[config.mk]
export PLATFORM = sky130hd
export DESIGN_NAME = bbox_overlay_writer
export DESIGN_NICKNAME = d
export VERILOG_FILES = /design/src/rtl/bbox_overlay_writer.sv
export SDC_FILE = /design/constraint.sdc
export NUM_CORES = 1
export LEC_CHECK = 0
export BUFFER_PORTS_ARGS = -buffer_cell sky130_fd_sc_hd__buf_2
export CAP_MARGIN = 25
export CORE_MARGIN = 2
export CORE_UTILIZATION = 50
export CTS_CLUSTER_SIZE = 40
export DETAILED_ROUTE_END_ITERATION = 10
export GPL_ROUTABILITY_DRIVEN = 0
export PLACE_DENSITY = 0.78
export SYNTH_ARGS = -nofsm -noshare
export SYNTH_HDL_FRONTEND = slang
export SYNTH_SLANG_ARGS = --single-unit
[constraint.sdc]
create_clock -name CLOCK_50 -period 6.9 [get_ports CLOCK_50]
set_clock_uncertainty 0.1 [all_clocks]
set_input_delay 1.38 -clock CLOCK_50 [delete_from_list [all_inputs] [get_ports CLOCK_50]]
set_output_delay 1.38 -clock CLOCK_50 [all_outputs]
set_load 0.1 [all_outputs]
[src/rtl/bbox_overlay_writer.sv]
// bbox_overlay_writer: draws the outline of a box into a single-port image RAM. Writes go out
// in strictly ascending address order through a wr_en/wr_ready handshake.
// Optional build macro BBOX_FILL_EN: draw a solid filled box instead of the outline.
module bbox_overlay_writer #(
   parameter int unsigned          IMG_W     = 128,
   parameter int unsigned          IMG_H     = 128,
   parameter int unsigned          COORD_W   = 7,
   parameter int unsigned          ADDR_W    = 14,
   parameter int unsigned          DATA_W    = 8,
   parameter logic [DATA_W-1:0]    BOX_COLOR = 8'hFF
) (
   input  logic               CLOCK_50,
   input  logic               reset,
   input  logic               start,
   input  logic [COORD_W-1:0] xMin,
   input  logic [COORD_W-1:0] yMin,
   input  logic [COORD_W-1:0] xMax,
   input  logic [COORD_W-1:0] yMax,
   output logic               wr_en,
   output logic [ADDR_W-1:0]  wr_addr,
   output logic [DATA_W-1:0]  wr_data,
   input  logic               wr_ready,
   output logic               busy,
   output logic               done,
   output logic               err
);

   typedef enum logic [2:0] {StIdle, StTop, StSides, StBottom, StFinish} state_e;

   state_e             state_q, state_d;
   logic [COORD_W-1:0] x_lo_q, x_lo_d, x_hi_q, x_hi_d;
   logic [COORD_W-1:0] y_lo_q, y_lo_d, y_hi_q, y_hi_d;
   logic [COORD_W-1:0] x_q, x_d, y_q, y_d;
   logic               wr_en_q, wr_en_d;
   logic               err_q, err_d;

   logic               bad_box;
   logic               fire;
   logic               multi_row;

   // Request checks, handshake and row-count decode used by the next-state logic.
   always_comb begin
      bad_box   = (xMin > xMax) || (yMin > yMax) ||
                  (32'(xMax) >= IMG_W) || (32'(yMax) >= IMG_H);
      fire      = wr_en_q && wr_ready;
      // At least one row strictly between top and bottom.
      multi_row = ({1'b0, y_hi_q}) >= ({1'b0, y_lo_q} + (COORD_W+1)'(2));
   end

   // Next-state: walk the current pixel (x_q, y_q) in raster order, advancing only on transfer.
   always_comb begin
      state_d = state_q;
      x_lo_d  = x_lo_q;
      x_hi_d  = x_hi_q;
      y_lo_d  = y_lo_q;
      y_hi_d  = y_hi_q;
      x_d     = x_q;
      y_d     = y_q;
      wr_en_d = wr_en_q;
      err_d   = err_q;
      unique case (state_q)
         StIdle: begin
            if (start) begin
               x_lo_d = xMin;
               x_hi_d = xMax;
               y_lo_d = yMin;
               y_hi_d = yMax;
               if (bad_box) begin
                  err_d   = 1'b1;
                  state_d = StFinish;
               end else begin
                  err_d   = 1'b0;
                  wr_en_d = 1'b1;
                  x_d     = xMin;
                  y_d     = yMin;
                  state_d = StTop;
               end
            end
         end
         StTop: begin
            if (fire) begin
               if (x_q != x_hi_q) begin
                  x_d = x_q + 1'b1;
               end else if (multi_row) begin
                  x_d     = x_lo_q;
                  y_d     = y_lo_q + 1'b1;
                  state_d = StSides;
               end else if (y_hi_q != y_lo_q) begin
                  x_d     = x_lo_q;
                  y_d     = y_hi_q;
                  state_d = StBottom;
               end else begin
                  wr_en_d = 1'b0;
                  state_d = StFinish;
               end
            end
         end
         StSides: begin
            if (fire) begin
`ifdef BBOX_FILL_EN
               if (x_q != x_hi_q) begin
                  x_d = x_q + 1'b1;
               end else
`else
               // Left edge then right edge; a one-column box has only the left edge.
               if ((x_q == x_lo_q) && (x_hi_q != x_lo_q)) begin
                  x_d = x_hi_q;
               end else
`endif
               if (y_q != (y_hi_q - 1'b1)) begin
                  x_d = x_lo_q;
                  y_d = y_q + 1'b1;
               end else begin
                  x_d     = x_lo_q;
                  y_d     = y_hi_q;
                  state_d = StBottom;
               end
            end
         end
         StBottom: begin
            if (fire) begin
               if (x_q != x_hi_q) begin
                  x_d = x_q + 1'b1;
               end else begin
                  wr_en_d = 1'b0;
                  state_d = StFinish;
               end
            end
         end
         StFinish: begin
            state_d = StIdle;
         end
         default: begin
            wr_en_d = 1'b0;
            state_d = StIdle;
         end
      endcase
   end

   // State registers with synchronous reset.
   always_ff @(posedge CLOCK_50) begin
      if (reset) begin
         state_q <= StIdle;
         x_lo_q  <= '0;
         x_hi_q  <= '0;
         y_lo_q  <= '0;
         y_hi_q  <= '0;
         x_q     <= '0;
         y_q     <= '0;
         wr_en_q <= 1'b0;
         err_q   <= 1'b0;
      end else begin
         state_q <= state_d;
         x_lo_q  <= x_lo_d;
         x_hi_q  <= x_hi_d;
         y_lo_q  <= y_lo_d;
         y_hi_q  <= y_hi_d;
         x_q     <= x_d;
         y_q     <= y_d;
         wr_en_q <= wr_en_d;
         err_q   <= err_d;
      end
   end

   // Outputs: address/data follow the registered pixel, so they hold during stalls.
   always_comb begin
      wr_en   = wr_en_q;
      wr_addr = ADDR_W'(y_q) * ADDR_W'(IMG_W) + ADDR_W'(x_q);
      wr_data = wr_en_q ? BOX_COLOR : '0;
      busy    = (state_q == StTop) || (state_q == StSides) || (state_q == StBottom);
      done    = (state_q == StFinish);
      err     = err_q;
   end

endmodule

==> results.py <==
metrics = {
    "floorplanning": {
        "die_h_microns": 90.62,
        "dieArea_sq_um": 8211,
        "num_rows": 31,
        "ioPinCount": 58,
        "coreArea_sq_um": 7253,
        "die_width_microns": 90.62,
        "initial_core_util": 0.5172,
    },
    "logic_synthesis": {
        "ys_seq_area_frac": 0.2508,
        "synth_area_sq_um": 3751,
        "yosysWarnings": 0,
        "synth-edff-count": 0,
        "ys_ff_latch": 47,
        "synth_cell_type_count": 61,
        "synth_nets": 544,
        "synth_ff_type": "dfxtp_1",
        "async_flop_share": 0,
        "postSynthAreaPerCell_sq_um": 7.734,
        "synth_cells": 485,
    },
    "routing": {
        "wirelength_microns": 10010,
        "firstDrtPassIters": 7,
        "drt-initial-drc-count": 434,
        "drcViolationCount": 0,
        "wl_per_cell_microns": 16.33,
        "routed_via_density": 6.013,
        "final_antenna_net_count": 0,
        "num_vias": 3686,
    },
    "run": {
        "maxCapViolations": 0,
    },
    "timing": {
        "finalSetupViolCount": 0,
        "fin_tns_setup_ns": 0,
        "post-route-min-period_ns": 3.854,
        "rsz0062_at_grt": "no",
        "max_freq_mhz": 259.5,
        "max-slew-margin-rel": 0.3066,
        "drv_slew": 0,
        "period_share": 0.5586,
        "hold_violations": 0,
        "worst_pin_slew_ns": 1.040,
    },
    "cells_and_area": {
        "final_util": 0.5629,
        "mostFrequentLayoutCells": "nand2_1 (77), buf_2 (57), a21oi_1 (54)",
        "final_nets": 572,
        "layout-drive-gt1-share": 0.1595,
        "stdcell_area_sq_um": 4083,
        "final_cells": 613,
        "final_common_cell": "nand2_1",
        "n_antenna_cell": 0,
        "syn2layout_area_growth_pct": 8.839,
    },
    "critical_path": {
        "endpoint_kind": "flop",
        "r2r_slack_ns": 3.68,
        "r2r-end": "y_q[3]$_SDFFE_PP0P_",
        "r2r_cells": 10,
        "path_class": "primary input to flop",
        "regToRegStartpoint": "y_lo_q[2]$_SDFFE_PP0P_",
        "worstPathMaxFanout": 8,
        "start_kind": "primary input",
        "crit_arrival_ns": 3.90,
        "worstPathRequired_ns": 6.94,
    },
    "clock_tree": {
        "cts-resized-gates": 0,
        "clk-insertion-delay-late_ns": 0.30,
        "clockBufferDepth": 2,
        "clkSinkCount": 47,
        "tritoncts": "built",
        "cts_made_buffers": 5,
        "cts_hold_buf": 0,
        "root_buffer": "clkbuf_8",
        "path_clk_slew_ns": 0.09,
        "cts_setup_buffers": 0,
        "htreeDepth": 2,
    },
    "pwr": {
        "leakagePower_uw": 0.001702,
        "powerDensity_nw_per_um2": 281.4,
        "peakVddDrop_v": 0.0001238,
    },
    "global_route": {
        "grt_overflow": 0,
        "met2_usage": 0.3713,
        "use_met3": 0.04090,
        "grt_util_all_layers": 0.2413,
        "grt-busiest-layer": "met2",
        "antenna_found_initial": 0,
        "use_met1": 0.3456,
        "grt_pass1_wl_microns": 16570,
        "grt_pass1_vias": 3427,
        "grt_start_max_net_pins": 49,
    },
    "placement": {
        "dpl_cell_area_sq_um": 3979,
        "place_inst": 605,
        "dp_hpwl_microns": 7517,
        "io_buffer_count": 57,
    },
    "min_path": {
        "whs_path_depth": 2,
        "min_from": "x_lo_q[6]$_SDFFE_PP0P_",
        "whs_endpoint": "x_lo_q[6]$_SDFFE_PP0P_",
        "hold_class": "flop to flop",
    },
    "status": {
        "status": "complete, no violations",
    },
}
==> cells by family after synthesis <==
family          Yosys count  synth area share
flops                    47            0.2508
simple gates            168            0.2155
mux                       6           0.01668
buf+inv                  57           0.07037
compound gates          125            0.2262
fa+ha+maj                27           0.09006
xor+xnor                 55            0.1304
==> through the flow <==
| step | total power [uW] | setup WS [ns] | hold WS (ns) |
|---|---|---|---|
| after floorplan | 866.7 | 3.387 | 0.3823 |
| after global placement | 948.6 | 2.841 | 0.4035 |
| after detailed placement | 960.1 | 2.751 | 0.4077 |
| after CTS | 1148 | 3.054 | 0.4262 |
| after global routing | 1209 | 2.766 | 0.4549 |
| final | 1149 | 3.046 | 0.4273 |
==> cells in the mapped netlist (all sizes together), types with 3 or more instances <==
cell type / count / area, sq um
o21a: 3 / 22.52
a31oi: 5 / 31.28
dfxtp: 47 / 940.9
nand4: 7 / 43.79
a221oi: 6 / 58.80
or3: 4 / 30.03
nand3: 18 / 90.09
buf: 19 / 121.4
xor2: 27 / 236.5
nor2: 17 / 63.81
a21oi: 54 / 270.3
nor3: 14 / 70.07
xnor2: 28 / 252.8
nand3b: 3 / 22.52
and2: 4 / 25.03
nand2b: 3 / 18.77
nor4: 3 / 33.78
a311o: 3 / 30.03
a22oi: 4 / 30.03
ha: 27 / 337.8
mux2i: 4 / 40.04
o211ai: 3 / 27.52
a211oi: 12 / 102.6
or2: 4 / 25.02
a311oi: 4 / 47.55
and3: 8 / 50.05
nand2: 77 / 289.0
a21o: 4 / 30.03
inv: 19 / 71.31
o21ai: 11 / 58.80
clkbuf: 18 / 67.56
==> worst max-delay path, stage by stage <==
cell,delay (ns)
buf_2,0.12
ha_1,0.30
a211oi_1,0.24
nor2_1,0.09
o311ai_0,0.45
nand2_1,0.25
nor4_4,0.48
and2_0,0.43
a311oi_2,0.16
==> flip-flops by register name (all words and copies together), names as in the netlist <==
register	flops
state_q	3
x_hi_q	7
y_q	7
y_hi_q	7
wr_en	1
y_lo_q	7
x_lo_q	7
err	1
x_q	7
==> per-layer routing <==
layer  part of all wire  wire length [microns]
met5                  0                      0
met4              0.018                    180
met3              0.082                    825
met2               0.45                   4470
met1               0.45                   4536
==> final cells by class <==
| cell class | instances | area (sq um) |
|---|---|---|
| Clock buffer | 7 | 96.34 |
| Clock inverter | 1 | 7.507 |
| Fill cell | 673 | 3171 |
| Inverter | 20 | 75.07 |
| Multi-Input combinational cell | 381 | 2546 |
| Sequential cell | 47 | 940.9 |
| Tap cell | 99 | 123.9 |
| Timing Repair Buffer | 58 | 292.8 |
==> power by group <==
group	switching [uW]	total, uW	internal [uW]
clock network	95.4	187	91.3
registers	72.7	379	307
logic	415	583	168
total	583	1150	566
==> worst max path at each step <==
stage	slack [ns]	to	cells after the start	start
2_1_floorplan	3.39	y_q[3]$_SDFFE_PP0P_	10	xMax[4]
3_3_place_gp	2.84	y_q[3]$_SDFFE_PP0P_	9	xMin[4]
3_5_place_dp	2.75	y_q[3]$_SDFFE_PP0P_	9	xMin[4]
4_1_cts	3.05	y_q[3]$_SDFFE_PP0P_	9	xMin[4]
5_1_grt	2.77	y_q[4]$_SDFFE_PP0P_	9	xMin[4]
6_report	3.05	y_q[3]$_SDFFE_PP0P_	9	xMin[4]
No activity file was read; power rests on OpenSTA's default activity.
